`src/rtl/wb_regfile_pkg.sv`:
```
// wb_regfile_pkg: shared bus types and constants for the writeback register file.
//   Types   : reg_bus_t (32-bit data word), reg_addr_bus_t (5-bit GPR address)
//   Consts  : ZeroWord, NOPRegAddr, WriteEnable, ReadEnable, RstAssert
//   Helper  : gpr_read_mux() - priority-ordered read selection for one GPR port
package wb_regfile_pkg;

   typedef logic [31:0] reg_bus_t;
   typedef logic [4:0]  reg_addr_bus_t;

   localparam int unsigned RegNum      = 32;
   localparam reg_bus_t      ZeroWord    = 32'h0000_0000;
   localparam reg_addr_bus_t NOPRegAddr  = 5'b00000;
   localparam logic          WriteEnable = 1'b1;
   localparam logic          ReadEnable  = 1'b1;
   localparam logic          RstAssert   = 1'b1;

   // Reset, disabled port and r0 all force zero before any forwarding or array lookup.
   function automatic reg_bus_t gpr_read_mux(input logic          rst,
                                             input logic          re,
                                             input reg_addr_bus_t raddr,
                                             input logic          fwd_hit,
                                             input reg_bus_t      fwd_data,
                                             input reg_bus_t      stored);
      if (rst == RstAssert)        return ZeroWord;
      else if (re != ReadEnable)   return ZeroWord;
      else if (raddr == NOPRegAddr) return ZeroWord;
      else if (fwd_hit)            return fwd_data;
      else                         return stored;
   endfunction

endpackage

```
`src/rtl/wb_hilo_reg.sv`:
```
// wb_hilo_reg: HI/LO register pair with optional same-cycle write bypass.
//   clk, rst        : clock, asynchronous active-high reset
//   wb_whilo        : HI/LO write enable (both halves written together)
//   wb_hi, wb_lo    : write data
//   hi_o, lo_o      : current HI/LO (forced to zero while rst is high)
// BYPASS=1 shows wb_hi/wb_lo on the outputs during the write cycle.
module wb_hilo_reg
   import wb_regfile_pkg::*;
#(
   parameter bit BYPASS = 1'b0
) (
   input  logic     clk,
   input  logic     rst,
   input  logic     wb_whilo,
   input  reg_bus_t wb_hi,
   input  reg_bus_t wb_lo,
   output reg_bus_t hi_o,
   output reg_bus_t lo_o
);

   reg_bus_t hi_q;
   reg_bus_t lo_q;

   always_ff @(posedge clk or posedge rst) begin
      if (rst) begin
         hi_q <= ZeroWord;
         lo_q <= ZeroWord;
      end else if (wb_whilo == WriteEnable) begin
         hi_q <= wb_hi;
         lo_q <= wb_lo;
      end
   end

   always_comb begin
      hi_o = hi_q;
      lo_o = lo_q;
      if (rst == RstAssert) begin
         hi_o = ZeroWord;
         lo_o = ZeroWord;
      end else if (BYPASS && (wb_whilo == WriteEnable)) begin
         hi_o = wb_hi;
         lo_o = wb_lo;
      end
   end

endmodule

```
`src/rtl/wb_regfile.sv`:
```
// wb_regfile: writeback-stage GPR file (r0 hardwired zero), HI/LO pair and
// retired-write counter.
//   clk, rst                    : clock, asynchronous active-high reset
//   wb_wreg, wb_wd, wb_wdata    : GPR write bundle from MEM/WB
//   wb_whilo, wb_hi, wb_lo      : HI/LO write bundle from MEM/WB
//   re1/raddr1/rdata1           : combinational read port 1 (to ID)
//   re2/raddr2/rdata2           : combinational read port 2 (to ID)
//   hi_o, lo_o                  : HI/LO read-out (to EX)
//   wr_count                    : number of accepted GPR writes, wraps silently
// Build option: define WB_REGFILE_BYPASS_EN to forward the in-flight write to
// the read ports and HI/LO outputs in the same cycle.
module wb_regfile
   import wb_regfile_pkg::*;
#(
   parameter int unsigned NUM_REGS = RegNum,
   parameter int unsigned CNT_W    = 32
) (
   input  logic             clk,
   input  logic             rst,
   input  logic             wb_wreg,
   input  reg_addr_bus_t    wb_wd,
   input  reg_bus_t         wb_wdata,
   input  logic             wb_whilo,
   input  reg_bus_t         wb_hi,
   input  reg_bus_t         wb_lo,
   input  logic             re1,
   input  reg_addr_bus_t    raddr1,
   output reg_bus_t         rdata1,
   input  logic             re2,
   input  reg_addr_bus_t    raddr2,
   output reg_bus_t         rdata2,
   output reg_bus_t         hi_o,
   output reg_bus_t         lo_o,
   output logic [CNT_W-1:0] wr_count
);

`ifdef WB_REGFILE_BYPASS_EN
   localparam bit BypassEn = 1'b1;
`else
   localparam bit BypassEn = 1'b0;
`endif

   reg_bus_t         regs [NUM_REGS];
   logic [CNT_W-1:0] wr_count_q;
   logic             wr_accept;
   logic             hit1;
   logic             hit2;

   // Writes to r0 are neither stored nor counted.
   assign wr_accept = (wb_wreg == WriteEnable) && (wb_wd != NOPRegAddr);

   always_ff @(posedge clk or posedge rst) begin
      if (rst) begin
         for (int i = 0; i < NUM_REGS; i++) regs[i] <= ZeroWord;
         wr_count_q <= '0;
      end else if (wr_accept) begin
         regs[wb_wd] <= wb_wdata;
         wr_count_q  <= wr_count_q + CNT_W'(1);
      end
   end

   assign hit1 = BypassEn && (wb_wreg == WriteEnable) && (wb_wd == raddr1);
   assign hit2 = BypassEn && (wb_wreg == WriteEnable) && (wb_wd == raddr2);

   always_comb begin
      rdata1 = gpr_read_mux(rst, re1, raddr1, hit1, wb_wdata, regs[raddr1]);
      rdata2 = gpr_read_mux(rst, re2, raddr2, hit2, wb_wdata, regs[raddr2]);
   end

   assign wr_count = wr_count_q;

   wb_hilo_reg #(
      .BYPASS (BypassEn)
   ) u_hilo (
      .clk      (clk),
      .rst      (rst),
      .wb_whilo (wb_whilo),
      .wb_hi    (wb_hi),
      .wb_lo    (wb_lo),
      .hi_o     (hi_o),
      .lo_o     (lo_o)
   );

endmodule
```
`config.mk`:
```
export PLATFORM = sky130hd
export DESIGN_NAME = wb_regfile
export DESIGN_NICKNAME = d
export VERILOG_FILES = /design/src/rtl/wb_regfile_pkg.sv /design/src/rtl/wb_hilo_reg.sv /design/src/rtl/wb_regfile.sv
export SDC_FILE = /design/constraint.sdc
export NUM_CORES = 2
export LEC_CHECK = 0
export BUFFER_PORTS_ARGS = -buffer_cell sky130_fd_sc_hd__buf_2
export CAP_MARGIN = 20
export CORE_ASPECT_RATIO = 2
export CORE_UTILIZATION = 55
export DETAILED_ROUTE_END_ITERATION = 12
export PLACE_DENSITY = 0.73
export SYNTH_ARGS = -nofsm -noshare
export SYNTH_HDL_FRONTEND = slang
export SYNTH_SLANG_ARGS = --single-unit
```
`constraint.sdc`:
```
create_clock -name clk -period 77.8 [get_ports clk]
set_input_delay 3.89 -clock clk [delete_from_list [all_inputs] [get_ports clk]]
set_output_delay 3.89 -clock clk [all_outputs]
set_load 0.01 [all_outputs]
```
==> flow_summary.toml <==
[sta]
setup_ws_ns = 65.50
holdWs_ns = 0.396
skew_ns = 0.0121
tightest_slew_ns = 1.17
tns_ns = 0
drv_slew = 0
finalCritPeriodShare_pct = 15.8
period_minus_slack_ns = 12.30
fmax_ghz = 0.0813
finalHoldViolCount = 0
setup_viol = 0
maxSlewHeadroom_pct = 22.0
rsz0062_at_grt = "false"

[placed_design]
dp_worst_setup_slack_ns = 65.46
dp_hpwl_mm = 108
gp_congestion = 0.897
dp_cells = 5592
port_buffers = 276

[clock_network]
cts_buffers = 103
hold_buffers = 0
cts_resized = 0
clk_latency_ns = 0.73
cts_tree = "built"
htree_levels = 3
root_buffer = "clkbuf_16"
cts_setup_buffers = 0
cts.reportedPaths.clkPinSlew_ns = 0.07
numClockSinks = 1120
clockBufferDepth = 3

[logic_synthesis]
yosysWarnings = 0
synth.area.top_cells = "dfrtp_1 (48%), mux2_2 (24%), mux4_2 (9.8%), mux2i_1 (5.6%), clkbuf_1 (1.7%)"
yosys.area.top_type = "dfrtp_1"
synth_area_per_cell_um2 = 13.6
synth_cell_types = 50
synthesis.nets = 4424
syn_area_um2 = 58600
synth.most_common_cell = "mux2_2"
synthTopCellsByCount = "mux2_2 (1241), dfrtp_1 (1120), mux2i_1 (328)"
synthCells = 4306
yosysTopAreaCellShare_pct = 47.8
synth-edff-count = 0
ys_ff_latch = 1120
ys.flop_type = "dfrtp_1"
async_reset_ff_share_pct = 100
yosysSeqAreaShare_pct = 47.8

[hold_path]
hp-class = "register to register"

[worst_setup_path]
critPathLaunchType = "primary input"
cpLargestDelayFamily = "buffers and inverters"
critPathMostFrequentCell = "buf_4"
crit_path_top_delay_cell = "buf_4"
max_stage_delay_ns = 0.88
worst-path-buf-inv = 5
cp-end-kind = "output pin"
cp.required_ns = 73.91
criticalPathCategory = "primary input to output pin"
crit_fanout = 62
cp_cell_sequence = "buf_8, buf_4, buf_4, buf_4, mux4_2, nor2b_1, a21oi_1, nand4_1, buf_2"
arrival_ns = 8.41

[grt]
antenna_found_initial = 4
grt_pass1_vias = 41200
grt_max_degree = 133
grt_first_pass_wirelength_mm = 264
gr-total-overflow = 0
grtUsageTotal_pct = 33.3

[detailed_routing]
via_count = 39200
wirelength_mm = 176
dr.pass1.iters = 7
ant_nets = 0
detail_route.iter0.violations = 3402
post-route-drc-count = 0
routed_via_density = 6.77
wire_per_inst_um = 30.4

[run]
maxCapViolations = 0

[die]
start_util_pct = 55.4
fp.dieArea_um2 = 108000
io_pins = 277
core.rowCount = 169
die_y_um = 464
core_um2 = 106000
fp.dieW_um = 233

[power_and_ir_drop]
peakVddDrop_mv = 0.0218
power_density_nw_per_um2 = 25.1
p_leak_nw = 28.9

[outcome]
run_status = "finished, final reports clean"

[finish]
layout-drive-gt1-share_pct = 47.7
syn2layout_area_growth_pct = 10.3
num-fill-cells = 8190
nets = 4449
fin_cells = 5788
-- cells by family (layout without fill, tap and decap cells) --
family	Yosys count	in the layout	share of synthesized area (%)
AOI/OAI and AO/OA	392	392	4.90
and+or+nand+nor	479	479	4.30
DFF	1120	1120	47.8
muxes	1824	1824	39.2
buffers and inverters	459	570	3.23
adders and majority gates	1	1	0.0214
other	0	3	0
xor gates and xnor gates	31	31	0.463
-- registers in the layout, indices dropped and copies added (netlist names) --
| name | flops |
|---|---|
| u_hilo.lo_q | 32 |
| regs | 1024 |
| wr_count | 32 |
| u_hilo.hi_q | 32 |
-- layout make-up --
type | count | area (µm²) | share of cell area (%)
tap | 1368 | 1710 | 2.65
clock buffer | 143 | 3040 | 4.71
clock inverter | 48 | 634 | 0.982
sequential | 1120 | 28000 | 43.4
timing repair buffer | 372 | 2190 | 3.40
multi-input combinational | 2727 | 29000 | 44.8
antenna | 3 | 7.51 | 0.0116
inverter | 7 | 33.8 | 0.0523
-- worst paths after layout --
path / start / end / slack (ns) / cells past startpoint
worst max-delay path: raddr1[1] / rdata1[28] / 65.50 / 9
worst min-delay path: regs[998] / regs[998] / 0.40 / 0
worst max register to register: wr_count[8] / wr_count[20] / 75.70 / 5
worst min register to register: regs[998] / regs[998] / 0.40 / 0
max in group asynchronous: rst / regs[867] / 70.61 / 6
min in group asynchronous: rst / regs[254] / 3.86 / 3
-- metrics by stage --
| stage | power (mW) | util, % | cell area, µm² |
|---|---|---|---|
| floorplan | 0.992 | - | 58600 |
| global placement | 1.06 | 57.6 | 60900 |
| detailed placement | 1.07 | 57.6 | 60900 |
| CTS | 1.62 | 61.1 | 64500 |
| global route | 1.69 | 61.1 | 64600 |
| finish | 1.62 | 61.1 | 64600 |
-- routing by layer --
layer	vias to the layer above	global-route usage (%)	routed length [µm]
li1	16300	-	-
met1	20600	38.5	62900
met2	1691	56.3	88800
met5	-	0	26
met3	603	6.63	11900
met4	4	20.5	12400
-- cell usage in the layout (no fill, tap or decap), types with 20 or more instances in the layout --
cell type,Yosys,layout
mux2_2,1241,1241
dfrtp_1,1120,1120
mux2i_1,328,328
buf_2,114,272
mux4_2,254,254
nand2_1,166,151
nor2b_1,132,130
a22oi_1,127,127
clkbuf_16,0,105
buf_4,5,93
nand4_1,72,72
a21oi_1,65,65
o22ai_1,62,62
o2111ai_1,62,61
a221oi_1,61,61
clkbuf_8,0,27
xnor2_1,23,23
nand3_1,22,21
nor2_4,0,21
clkinv_2,0,20
-- where the power goes --
part	total, mW	switching (mW)	internal [mW]
clock network	0.553	0.236	0.317
logic	0.300	0.125	0.175
registers	0.766	0.0780	0.688
Note: power is estimated with default switching activity, not from simulation.
